--- config.mk ---
export PLATFORM = sky130hd
export DESIGN_NAME = abcd_sequencer
export DESIGN_NICKNAME = d
export VERILOG_FILES = /design/src/rtl/abcd_sequencer.sv
export SDC_FILE = /design/constraint.sdc
export NUM_CORES = 1
export LEC_CHECK = 0
export CORE_MARGIN = 2
export CORE_UTILIZATION = 45
export CTS_CLUSTER_DIAMETER = 80
export CTS_CLUSTER_SIZE = 30
export DETAILED_ROUTE_END_ITERATION = 12
export PLACE_DENSITY_LB_ADDON = 0.1
export SLEW_MARGIN = 20
export SYNTH_ARGS = -nofsm -noshare
export SYNTH_HDL_FRONTEND = slang
export SYNTH_SLANG_ARGS = --single-unit
--- constraint.sdc ---
create_clock -name Clock -period 2.9 [get_ports Clock]
set_input_delay 0.58 -clock Clock [delete_from_list [all_inputs] [get_ports Clock]]
set_output_delay 0.58 -clock Clock [all_outputs]
set_load 0.03 [all_outputs]
--- src/rtl/abcd_sequencer.sv ---
// abcd_sequencer: registered A..D code source sweeping all 16 codes under valid/ready.
// Define GRAY_ORDER_EN to emit the codes in reflected Gray order instead of binary.
module abcd_sequencer #(
  parameter int unsigned GAP_CYCLES = 0
) (
  input  logic Clock,
  input  logic Reset_b,
  input  logic start,
  input  logic stop,
  input  logic ready,
  output logic A,
  output logic B,
  output logic C,
  output logic D,
  output logic valid,
  output logic last,
  output logic busy,
  output logic done
);

  typedef enum logic [1:0] {
    IDLE,
    SEND,
    GAP,
    DONE
  } state_t;

  localparam logic [3:0] GAP_LD  = 4'(GAP_CYCLES);
  localparam bit         HAS_GAP = (GAP_CYCLES != 0);
  localparam logic [3:0] IDX_MAX = 4'd15;

  state_t     state_q;
  state_t     state_d;
  logic [3:0] idx_q;
  logic [3:0] idx_d;
  logic [3:0] gap_q;
  logic [3:0] gap_d;
  logic [3:0] code_q;
  logic [3:0] code_d;
  logic       valid_d;
  logic       last_d;
  logic       busy_d;
  logic       done_d;
  logic       hs;
  logic [3:0] idx_nx;

  function automatic logic [3:0] map_code(
    input logic [3:0] i
  );
`ifdef GRAY_ORDER_EN
    return i ^ (i >> 1);
`else
    return i;
`endif
  endfunction

  assign hs     = valid && ready;
  assign idx_nx = idx_q + 4'd1;

  assign {A, B, C, D} = code_q;

  always_comb begin
    state_d = state_q;
    idx_d   = idx_q;
    gap_d   = gap_q;
    code_d  = code_q;
    valid_d = valid;
    last_d  = last;
    busy_d  = busy;
    done_d  = 1'b0;
    unique case (state_q)
      IDLE: begin
        if (start) begin
          state_d = SEND;
          idx_d   = 4'd0;
          gap_d   = 4'd0;
          code_d  = map_code(4'd0);
          valid_d = 1'b1;
          last_d  = 1'b0;
          busy_d  = 1'b1;
        end
      end
      SEND: begin
        // stop outranks a same-cycle handshake
        if (stop) begin
          state_d = IDLE;
          gap_d   = 4'd0;
          valid_d = 1'b0;
          last_d  = 1'b0;
          busy_d  = 1'b0;
        end else if (hs) begin
          if (idx_q == IDX_MAX) begin
            state_d = DONE;
            valid_d = 1'b0;
            last_d  = 1'b0;
            busy_d  = 1'b0;
            done_d  = 1'b1;
          end else if (HAS_GAP) begin
            state_d = GAP;
            gap_d   = GAP_LD;
            valid_d = 1'b0;
            last_d  = 1'b0;
          end else begin
            idx_d  = idx_nx;
            code_d = map_code(idx_nx);
            last_d = (idx_nx == IDX_MAX);
          end
        end
      end
      GAP: begin
        if (stop) begin
          state_d = IDLE;
          gap_d   = 4'd0;
          valid_d = 1'b0;
          last_d  = 1'b0;
          busy_d  = 1'b0;
        end else if (gap_q == 4'd1) begin
          state_d = SEND;
          gap_d   = 4'd0;
          idx_d   = idx_nx;
          code_d  = map_code(idx_nx);
          valid_d = 1'b1;
          last_d  = (idx_nx == IDX_MAX);
        end else begin
          gap_d = gap_q - 4'd1;
        end
      end
      DONE: begin
        state_d = IDLE;
      end
    endcase
  end

  always_ff @(posedge Clock or negedge Reset_b) begin
    if (!Reset_b) begin
      state_q <= IDLE;
      idx_q   <= 4'd0;
      gap_q   <= 4'd0;
      code_q  <= 4'd0;
      valid   <= 1'b0;
      last    <= 1'b0;
      busy    <= 1'b0;
      done    <= 1'b0;
    end else begin
      state_q <= state_d;
      idx_q   <= idx_d;
      gap_q   <= gap_d;
      code_q  <= code_d;
      valid   <= valid_d;
      last    <= last_d;
      busy    <= busy_d;
      done    <= done_d;
    end
  end

  a_last_valid: assert property (
    @(posedge Clock) disable iff (!Reset_b)
    last |-> valid
  );

  a_valid_busy: assert property (
    @(posedge Clock) disable iff (!Reset_b)
    valid |-> busy
  );

  a_done_idle: assert property (
    @(posedge Clock) disable iff (!Reset_b)
    done |-> !busy && !valid
  );

endmodule
Word level (Yosys, flattened, before mapping) --
Index checks and enable logic that the tools add are counted.
Word-level totals: output and inout bits 8, input port bits 5, flip-flop bits (word level) 14
Operators by class: multiplexer cells 38, add/sub/neg operators 2, reductions and logical operators 9, equality and inequality tests 17
Operators by type and width (count):
- 2-to-1 mux 4 bit | 9
- case mux 4 bit (3 select lines) | 2
- 2-to-1 mux 1 bit | 17
- != test 2 bit, second input constant | 8
- 2-to-1 mux 2 bit | 6
- AND reduction 5 bit | 2
- != test 3 bit, second input constant | 3
- case mux 1 bit (3 select lines) | 3
- equality test 4 bit, second input constant | 2
- case mux 2 bit (4 select lines) | 1
- AND reduction 4 bit | 2
- AND reduction 7 bit | 1
- adder 4 x 1 -> 4 bit, second input constant | 1
- equality test 2 bit, second input constant | 2
- equality test 4 x 1 -> 1 bit, second input constant | 1
- subtractor 4 x 1 -> 4 bit, second input constant | 1
- AND reduction 3 bit | 1
- nonzero test 3 bit | 1
- equality test 2 x 1 -> 1 bit, second input constant | 1
- zero test 2 bit | 1
- logical AND 1 bit | 1

Depth between registers and ports, before layout --
Gate-level depths: netlist (run 1).
word-level depth 6, mapped depth 6, mapped depth without buffers 6

Worst setup path after synthesis (run 1) --
OpenSTA, ideal clock, no wires.
path kind register to register, start point register code_q[1] (netlist name), end point register busy, cell stages (with the launch flop) 6, setup slack 1.019 ns, clock period less this slack 1.881 ns, arrival time 1.757 ns, path buffers 0, cells stage by stage dfrtp_1 -> ha_1 -> and3_1 -> a31oi_1 -> nor4_1 -> mux2_2
RTL lines:
- to (signal assigned) | line 151 | busy <= busy_d;
- to (decl) | line 17 | output logic busy,

Final worst setup path (run 1) --
start point register code_q[2], end point output port B
RTL lines:
- from (decl) | line 38 | logic [3:0] code_q;
- from (signal assigned) | line 148 | code_q <= code_d;
- to (decl) | line 12 | output logic B,
No word-level cell between the ends.

==> out/qor.csv, run 1 <==
metric,value,unit
outcome,completed,
Post-synth EDFFs,0,
most numerous cell in the Yosys netlist,dfrtp_1,
die area,2320,µm²
# clock sinks,14,
Final ANT Viol Nets,0,
Final setup viols,0,
Critical Path End Type,primary output,
met2 Use GR,28.3,%
Worst Path Required,2.32,ns
critical path cell sequence,clkdlybuf4s50_1,
largest net degree at the start of global routing,15,
met1 Track Usage GR,24.1,%
Antenna diodes,0,
Initial DRT Pass Iterations,4,
Layout area overhead,21.4,%
slowest library cell on the worst path,clkdlybuf4s50_1,
synth warn,0,
Initial Utilization,49.1,%
number of global-route vias before repair,678,
Core ar.,1780,µm²
# rows,15,
synthesized instance count,90,
TNS Setup,0,ns
max cap viols,0,
Slew HR,57.1,%
Clock Latency Late Sink,0.28,ns
Tmin final,2.02,ns
Area contributors post-synth,"dfrtp_1, ha_1, inv_1",
CTS H-tree depth,1,
Clock Pin Slew Worst Setup and Hold Paths,0.09,ns
"Avg Cell Area, Syn",9.73,µm²
hold-fix buffers at CTS,0,
gr ovfl total,0,
Worst Max-Slew Pin Slew,0.641,ns
initial DRC count,20,
final period utilization,69.6,%
Max Clock Skew,0.00589,ns
CTS Buffer Depth,2,
Fill cells,162,
Synth top cells by count,"dfrtp_1, ha_1, inv_1, nand2_1, nor2_1",
placed cell count,127,
Routed WL per cell,12.9,µm
Main synth FF type,dfrtp_1,
CP peak stage delay,0.71,ns
Detailed Place HPWL,1.32,mm
Pleak,0.488,nW
clock root cell,clkbuf_4,
FMAX,496,MHz
"Data arrival, critical path",1.44,ns
CP Launch Type,register,
Synth cell types,34,
M3 GR Usage,4.44,%
CTS buffer count,3,
Post CTS Setup Buffer Count,0,
Die W,48.1,µm
grt peak-use layer,met2,
Pins Over Slew Limit,0,
crit path kind,reg -> out,
ratio of cells with drive above 1 in the final layout,8.49,%
final std cells w/o fill,131,
Async SR Flop Fraction,100,%
Power Dens Cells,785,nW/µm²
GPL Wtd Cong,0.803,
Synthesized Nets,104,
"area leader, netlist",dfrtp_1,
post-layout util,59.6,%
CTS tree,done,
vias per cell,5.40,
Netlist Area Pre-Place,876,µm²
CTS resizes,0,
WL final,1.69,mm
Vias,708,
register bit total from synthesis,14,
"Buf+Inv Stages, Crit Path",1,
final hold vios,0,
PortBufs,12,
"Power, Total",0.835,mW
die span in y,48.1,µm
GRT Overall Usage,18.0,%
Top Ports,13,
worst hold path type,reg -> reg,
top cell type's share of synthesized area,40.0,%
Crit path max-delay family,buffers and inverters,
drt drc,0,
CP Max Fanout,6,
"Seq/Total Area, Yosys",40.0,%
initial antenna violation count,0,
first-pass GRT wire length,2.86,mm
final net count,121,
peak supply drop,566,µV
RSZ-0062 raised after global routing,no,
-- final timing paths --
path	startpoint	end	slack (ns)	cells after the start
setup / recovery	code_q[2]$_DFFE_PN0P_	B	0.88	1
hold / removal	last$_DFFE_PN0P_	last$_DFFE_PN0P_	0.49	1
min in group asynchronous	Reset_b	code_q[1]$_DFFE_PN0P_	0.68	1
setup reg to reg	code_q[1]$_DFFE_PN0P_	busy$_DFFE_PN0P_	0.97	5
hold reg to reg	last$_DFFE_PN0P_	last$_DFFE_PN0P_	0.49	1
max in group asynchronous	Reset_b	busy$_DFFE_PN0P_	1.80	1
-- layout by cell type (no fill, tap or decap), types with 2 or more instances in the layout --
cell / n
o2bb2ai_1: 3
dfrtp_1: 14
or3_1: 3
nor2b_1: 3
mux2i_1: 2
o31ai_1: 2
nand2b_1: 3
ha_1: 9
nor2_1: 7
clkbuf_4: 3
nand2_1: 7
clkdlybuf4s50_1: 12
mux2_2: 2
nand3_1: 3
inv_1: 7
o21ai_0: 4
a31oi_1: 2
-- area by class of cell --
type	count	area [µm²]	share of cell area, %
multi-input combinational	69	499	46.9
sequential	14	350	32.9
timing repair buffer	12	120	11.3
clock buffer	4	36.3	3.41
tap	25	31.3	2.94
inverter	7	26.3	2.47
-- kinds of logic after synthesis --
kind of cell / Yosys count / share of synthesized area [%]
AND/OR/NAND/NOR: 35 / 21.7
XOR/XNOR: 2 / 2.00
adder cells (fa/ha/maj): 9 / 12.9
flip-flops: 14 / 40.0
AO/OA/AOI/OAI: 19 / 15.6
buffers and inverters: 7 / 3.00
multiplexers: 4 / 4.86
-- routing by layer --
layer  vias up  wire length [µm]  share of wire, %
li1        356                 -                 -
met1       339               828                49
met2        11               810                48
met3         2                34               2.0
met4         0                19               1.1
met5         -                 0                 0
-- state kept, by name (all words and copies together), names as in the netlist --
register / flops
code_q: 4
done: 1
gap_q: 4
valid: 1
busy: 1
state_q: 2
last: 1
-- report_power, final --
part | internal [mW] | switching [mW]
Sequential | 0.237 | 0.0447
Combinational | 0.178 | 0.233
Clock | 0.0765 | 0.0658
Total | 0.492 | 0.344
-- stage by stage --
| step | area [µm²] | worst slack (ns) | hold WS (ns) |
|---|---|---|---|
| global route | 1060 | 0.772 | 0.513 |
| floorplan | 876 | 1.02 | 0.284 |
| detailed placement | 1030 | 0.607 | 0.473 |
| finish | 1060 | 0.883 | 0.494 |
| global placement | 1030 | 0.603 | 0.480 |
| CTS | 1060 | 0.870 | 0.500 |
No activity file was read; power rests on OpenSTA's default activity.
==> run 2: changes to the inputs <==
clock period = 2.1 ns   (was 2.9 ns; I/O delays follow)
==> run 2 against run 1 <==
Against the previous run:
- core utilization up 0.070 points
- cell count up 0.76%
- sequential share of layout area about the same
- critical path type unchanged
==> out/qor.csv, run 2 (synthesis gave the netlist of run 1 again) <==
metric,value,unit,change
Post-DP Area,1040,µm²,+1.5%
"Buf+Inv Stages, Crit Path",1,,unchanged
PortBufs,12,,unchanged
Final ANT Viol Nets,0,,unchanged
"Data arrival, critical path",1.42,ns,-0.02 ns
Final setup viols,0,,unchanged
Post CTS Setup Buffer Count,0,,unchanged
Layout area overhead,21.6,%,
Initial DRT Pass Iterations,4,,unchanged
Pins Over Slew Limit,0,,unchanged
Critical Path End Type,primary output,,
CP peak stage delay,0.70,ns,about the same
ratio of cells with drive above 1 in the final layout,9.35,%,+0.86 points
# rows,15,,unchanged
Tmin final,1.84,ns,
Clock Latency Late Sink,0.29,ns,about the same
Detailed Place HPWL,1.38,mm,+4.4%
"Power, Total",1.13,mW,+36%
CP Launch Type,register,,
Crit Reg-Reg Startpoint,code_q[1]$_DFFE_PN0P_,,
grt peak-use layer,met2,,
clock root cell,clkbuf_4,,
CP Capture Point,valid,,
Worst Path Required,1.68,ns,-0.64 ns
post-layout util,59.7,%,+0.070 points
initial antenna violation count,0,,unchanged
R2R Setup Slk,0.29,ns,-0.68 ns
WL final,1.77,mm,+4.6%
drt drc,0,,unchanged
first-pass GRT wire length,2.86,mm,+0.25%
peak supply drop,593,µV,+4.9%
TNS Setup,0,ns,unchanged
Max Clock Skew,0.00496,ns,-0.000930 ns
RSZ-0062 raised after global routing,no,,
biggest regs,"code_q x4, gap_q x4, state_q x2",,
Worst Max-Slew Pin Slew,0.617,ns,-0.0246 ns
FF-to-FF path depth,5,,unchanged
final period utilization,87.4,%,
met2 Use GR,30.1,%,+1.9 points
critical path cell sequence,clkdlybuf4s50_1,,
Crit path max-delay family,buffers and inverters,,
slowest library cell on the worst path,clkdlybuf4s50_1,,
number of global-route vias before repair,660,,-2.7%
final hold vios,0,,unchanged
Initial Utilization,49.1,%,unchanged
most frequent cells in the layout,"dfrtp_1, clkdlybuf4s50_1, ha_1",,
crit path kind,reg -> out,,
initial DRC count,16,,-20%
CP Max Fanout,5,,-1
Die W,48.1,µm,unchanged
Antenna diodes,0,,unchanged
worst hold path type,reg -> reg,,
CTS resizes,0,,unchanged
GPL Wtd Cong,0.901,,+12%
GRT Overall Usage,18.7,%,+0.67 points
Final Cell Area,1060,µm²,+0.12%
Routed WL per cell,13.4,µm,+3.8%
met1 Track Usage GR,23.1,%,-0.97 points
gr ovfl total,0,,unchanged
Core ar.,1780,µm²,unchanged
Stages on worst setup path,1,,unchanged
FMAX,545,MHz,
Slew HR,58.8,%,+1.6 points
largest net degree at the start of global routing,15,,unchanged
outcome,completed,,
# clock sinks,14,,unchanged
Post-Place Setup Slack,0.140,ns,-0.467 ns
final std cells w/o fill,132,,+0.76%
Fill cells,170,,+4.9%
placed cell count,129,,+1.6%
crit path from,valid$_DFFE_PN0P_,,
Power Dens Cells,1060,nW/µm²,+36%
CTS tree,done,,
final net count,123,,+1.7%
Clock Pin Slew Worst Setup and Hold Paths,0.08,ns,about the same
"most common cell after layout, fill and taps aside",dfrtp_1,,
die area,2320,µm²,unchanged
vias per cell,5.45,,+0.92%
die span in y,48.1,µm,unchanged
Top Ports,13,,unchanged
Pleak,0.491,nW,+0.47%
PnR worst setup slack,0.264,ns,-0.619 ns
CTS Buffer Depth,2,,unchanged
Hold Slack,0.496,ns,+0.00179 ns
Vias,720,,+1.7%
CTS buffer count,3,,unchanged
hold-fix buffers at CTS,0,,unchanged
CTS H-tree depth,1,,unchanged
Reg-to-Reg End,busy$_DFFE_PN0P_,,
max cap viols,0,,unchanged
M3 GR Usage,3.33,%,-1.1 points
==> run 2: changes by cell type in the layout (fill, tap and decap cells not counted), sizes merged <==
cell,change
buf,+2
clkbuf,-1
==> run 2: report_power, final <==
group	switching (mW)	internal (mW)	total, mW
clock	0.0851	0.0667	0.152
sequential	0.0630	0.327	0.390
combinational	0.331	0.261	0.592
total	0.479	0.654	1.13
==> run 2: cell type report <==
| cell class | instances | area [µm²] | share of cell area [%] |
|---|---|---|---|
| inverter | 7 | 26.3 | 2.47 |
| sequential | 14 | 350 | 32.9 |
| clock buffer | 3 | 22.5 | 2.12 |
| multi-input combinational | 69 | 499 | 46.9 |
| tap | 25 | 31.3 | 2.94 |
| timing repair buffer | 14 | 135 | 12.7 |
==> run 2: how the worst min path moves through the flow <==
stage / slack [ns] / to / cells after the start / startpoint
3_5_place_dp: 0.48 / last$_DFFE_PN0P_ / 1 / last$_DFFE_PN0P_
2_1_floorplan: 0.12 / busy$_DFFE_PN0P_ / 0 / Reset_b
5_1_grt: 0.53 / last$_DFFE_PN0P_ / 1 / last$_DFFE_PN0P_
3_3_place_gp: 0.49 / last$_DFFE_PN0P_ / 1 / last$_DFFE_PN0P_
6_report: 0.50 / last$_DFFE_PN0P_ / 1 / last$_DFFE_PN0P_
4_1_cts: 0.50 / last$_DFFE_PN0P_ / 1 / last$_DFFE_PN0P_
==> run 2: per-layer routing <==
metal  part of all wire [%]  up-vias
met5                      0        -
li1                       -      357
met2                     46       20
met4                    2.6        0
met1                     47      337
met3                    3.8        6
==> run 3: changes to the inputs <==
CORE_UTILIZATION = 52   (was 45)
==> run 3 against run 2 <==
Against the previous run:
- clock skew is 0.0042 ns lower
- core utilization grew 9.5 points
- worst setup slack worse by 0.014 ns
- critical endpoint is now B
==> out/qor.csv, run 3 (synthesis gave the netlist of run 1 again) <==
metric,value,unit,change
GRT Overall Usage,20.3,%,+1.6 points
Crit Reg-Reg Startpoint,code_q[1]$_DFFE_PN0P_,,
WL final,1.72,mm,-2.8%
CTS buffer count,3,,unchanged
Initial Utilization,56.8,%,+7.7 points
final period utilization,88.1,%,+0.67 points
clock root cell,clkbuf_4,,
Post CTS Setup Buffer Count,0,,unchanged
"Buf+Inv Stages, Crit Path",1,,unchanged
most frequent cells in the layout,"dfrtp_1, clkdlybuf4s50_1, ha_1",,
Routed WL per cell,13.9,µm,+3.4%
gr ovfl total,0,,unchanged
# clock sinks,14,,unchanged
peak supply drop,670,µV,+13%
Pleak,0.498,nW,+1.5%
Tmin final,1.85,ns,+0.0141 ns
Final ANT Viol Nets,0,,unchanged
CTS tree,done,,
Layout area overhead,21.9,%,
Clock Pin Slew Worst Setup and Hold Paths,0.09,ns,about the same
die span in y,45.0,µm,-6.4%
Logic pwr share,49.6,%,-2.6 points
Die W,45.0,µm,-6.4%
TNS Setup,0,ns,unchanged
outcome,completed,,
Sw Ratio,41.1,%,-1.2 points
Worst Max-Slew Pin Slew,0.635,ns,+0.0181 ns
biggest regs,"code_q x4, gap_q x4, state_q x2",,
CTS Buffer Depth,2,,unchanged
Critical Path End Type,primary output,,
final net count,123,,unchanged
Initial DRT Pass Iterations,4,,unchanged
CTS H-tree depth,1,,unchanged
Final setup viols,0,,unchanged
GPL Wtd Cong,0.849,,-5.7%
Seq pwr share,33.1,%,-1.3 points
initial antenna violation count,0,,unchanged
crit path kind,reg -> out,,
PortBufs,12,,unchanged
hold-fix buffers at CTS,0,,unchanged
Top Ports,13,,unchanged
Slew HR,57.6,%,-1.2 points
initial DRC count,17,,+1
drt drc,0,,unchanged
vias per cell,5.94,,+8.8%
number of global-route vias before repair,709,,+7.4%
FF-to-FF path depth,5,,unchanged
Vias,736,,+2.2%
first-pass GRT wire length,2.98,mm,+4.1%
"Data arrival, critical path",1.43,ns,about the same
max cap viols,0,,unchanged
CTS resizes,0,,unchanged
slowest library cell on the worst path,clkdlybuf4s50_1,,
Reg-to-Reg End,busy$_DFFE_PN0P_,,
Detailed Place HPWL,1.30,mm,-6.2%
FMAX,540,MHz,-0.76%
clock network fraction of total power,17.3,%,+3.9 points
final hold vios,0,,unchanged
Max Clock Skew,0.000792,ns,-0.00417 ns
Crit path max-delay family,buffers and inverters,,
die area,2030,µm²,-12%
worst hold path type,in -> async,,
Core ar.,1540,µm²,-14%
ratio of cells with drive above 1 in the final layout,10.2,%,+0.84 points
Clock Latency Late Sink,0.29,ns,about the same
Worst Path Required,1.68,ns,about the same
internal power,0.691,mW,+5.6%
largest net degree at the start of global routing,15,,unchanged
R2R Setup Slk,0.30,ns,about the same
# rows,14,,-1
CP Max Fanout,6,,+1
"most common cell after layout, fill and taps aside",dfrtp_1,,
CP peak stage delay,0.70,ns,about the same
CP Launch Type,register,,
RSZ-0062 raised after global routing,no,,
NetSw,0.482,mW,+0.70%
Pins Over Slew Limit,0,,unchanged
Antenna diodes,0,,unchanged
critical path cell sequence,clkdlybuf4s50_1,,
Hold Slack,0.514,ns,+0.0179 ns
Power Dens Cells,1100,nW/µm²,+3.3%
run 3: worst max path at each step:
stage,from,to,slack (ns),depth (start not counted)
2_1_floorplan,code_q[1]$_DFFE_PN0P_,busy$_DFFE_PN0P_,0.22,5
3_3_place_gp,ready,code_q[1]$_DFFE_PN0P_,0.12,5
3_5_place_dp,stop,busy$_DFFE_PN0P_,0.09,5
4_1_cts,code_q[2]$_DFFE_PN0P_,B,0.24,1
5_1_grt,code_q[1]$_DFFE_PN0P_,busy$_DFFE_PN0P_,0.18,5
6_report,code_q[2]$_DFFE_PN0P_,B,0.25,1
run 3: power groups by stage:
stage / clock (mW) / sequential (mW) / combinational [mW]
floorplan: 0 / 0.474 / 0.307
global placement: 0 / 0.390 / 0.579
detailed placement: 0 / 0.390 / 0.585
CTS: 0.207 / 0.386 / 0.586
global route: 0.220 / 0.398 / 0.637
finish: 0.203 / 0.388 / 0.582
run 3: through the flow:
stage	power, mW	utilization [%]	std cells	setup slack [ns]	area (µm²)
floorplan	0.781	-	90	0.219	876
finish	1.17	69.2	124	0.250	1070
CTS	1.18	69.2	124	0.245	1070
detailed placement	0.975	66.9	120	0.0928	1030
global route	1.25	69.2	124	0.181	1070
global placement	0.969	66.9	120	0.122	1030
run 3: final cells by class:
cell class / count / area [µm²]
Multi-Input combinational cell: 69 / 499
Fill cell: 133 / 474
Sequential cell: 14 / 350
Timing Repair Buffer: 14 / 135
Clock buffer: 4 / 36.3
Inverter: 7 / 26.3
Tap cell: 16 / 20.0
run 3: metal layers:
| metal | track usage, % | up-vias | wire, µm |
|---|---|---|---|
| li1 | - | 362 | - |
| met1 | 26.9 | 353 | 795 |
| met2 | 32.6 | 19 | 836 |
| met3 | 3.60 | 2 | 63 |
| met4 | 8.24 | 0 | 24 |
| met5 | 0 | - | 0 |
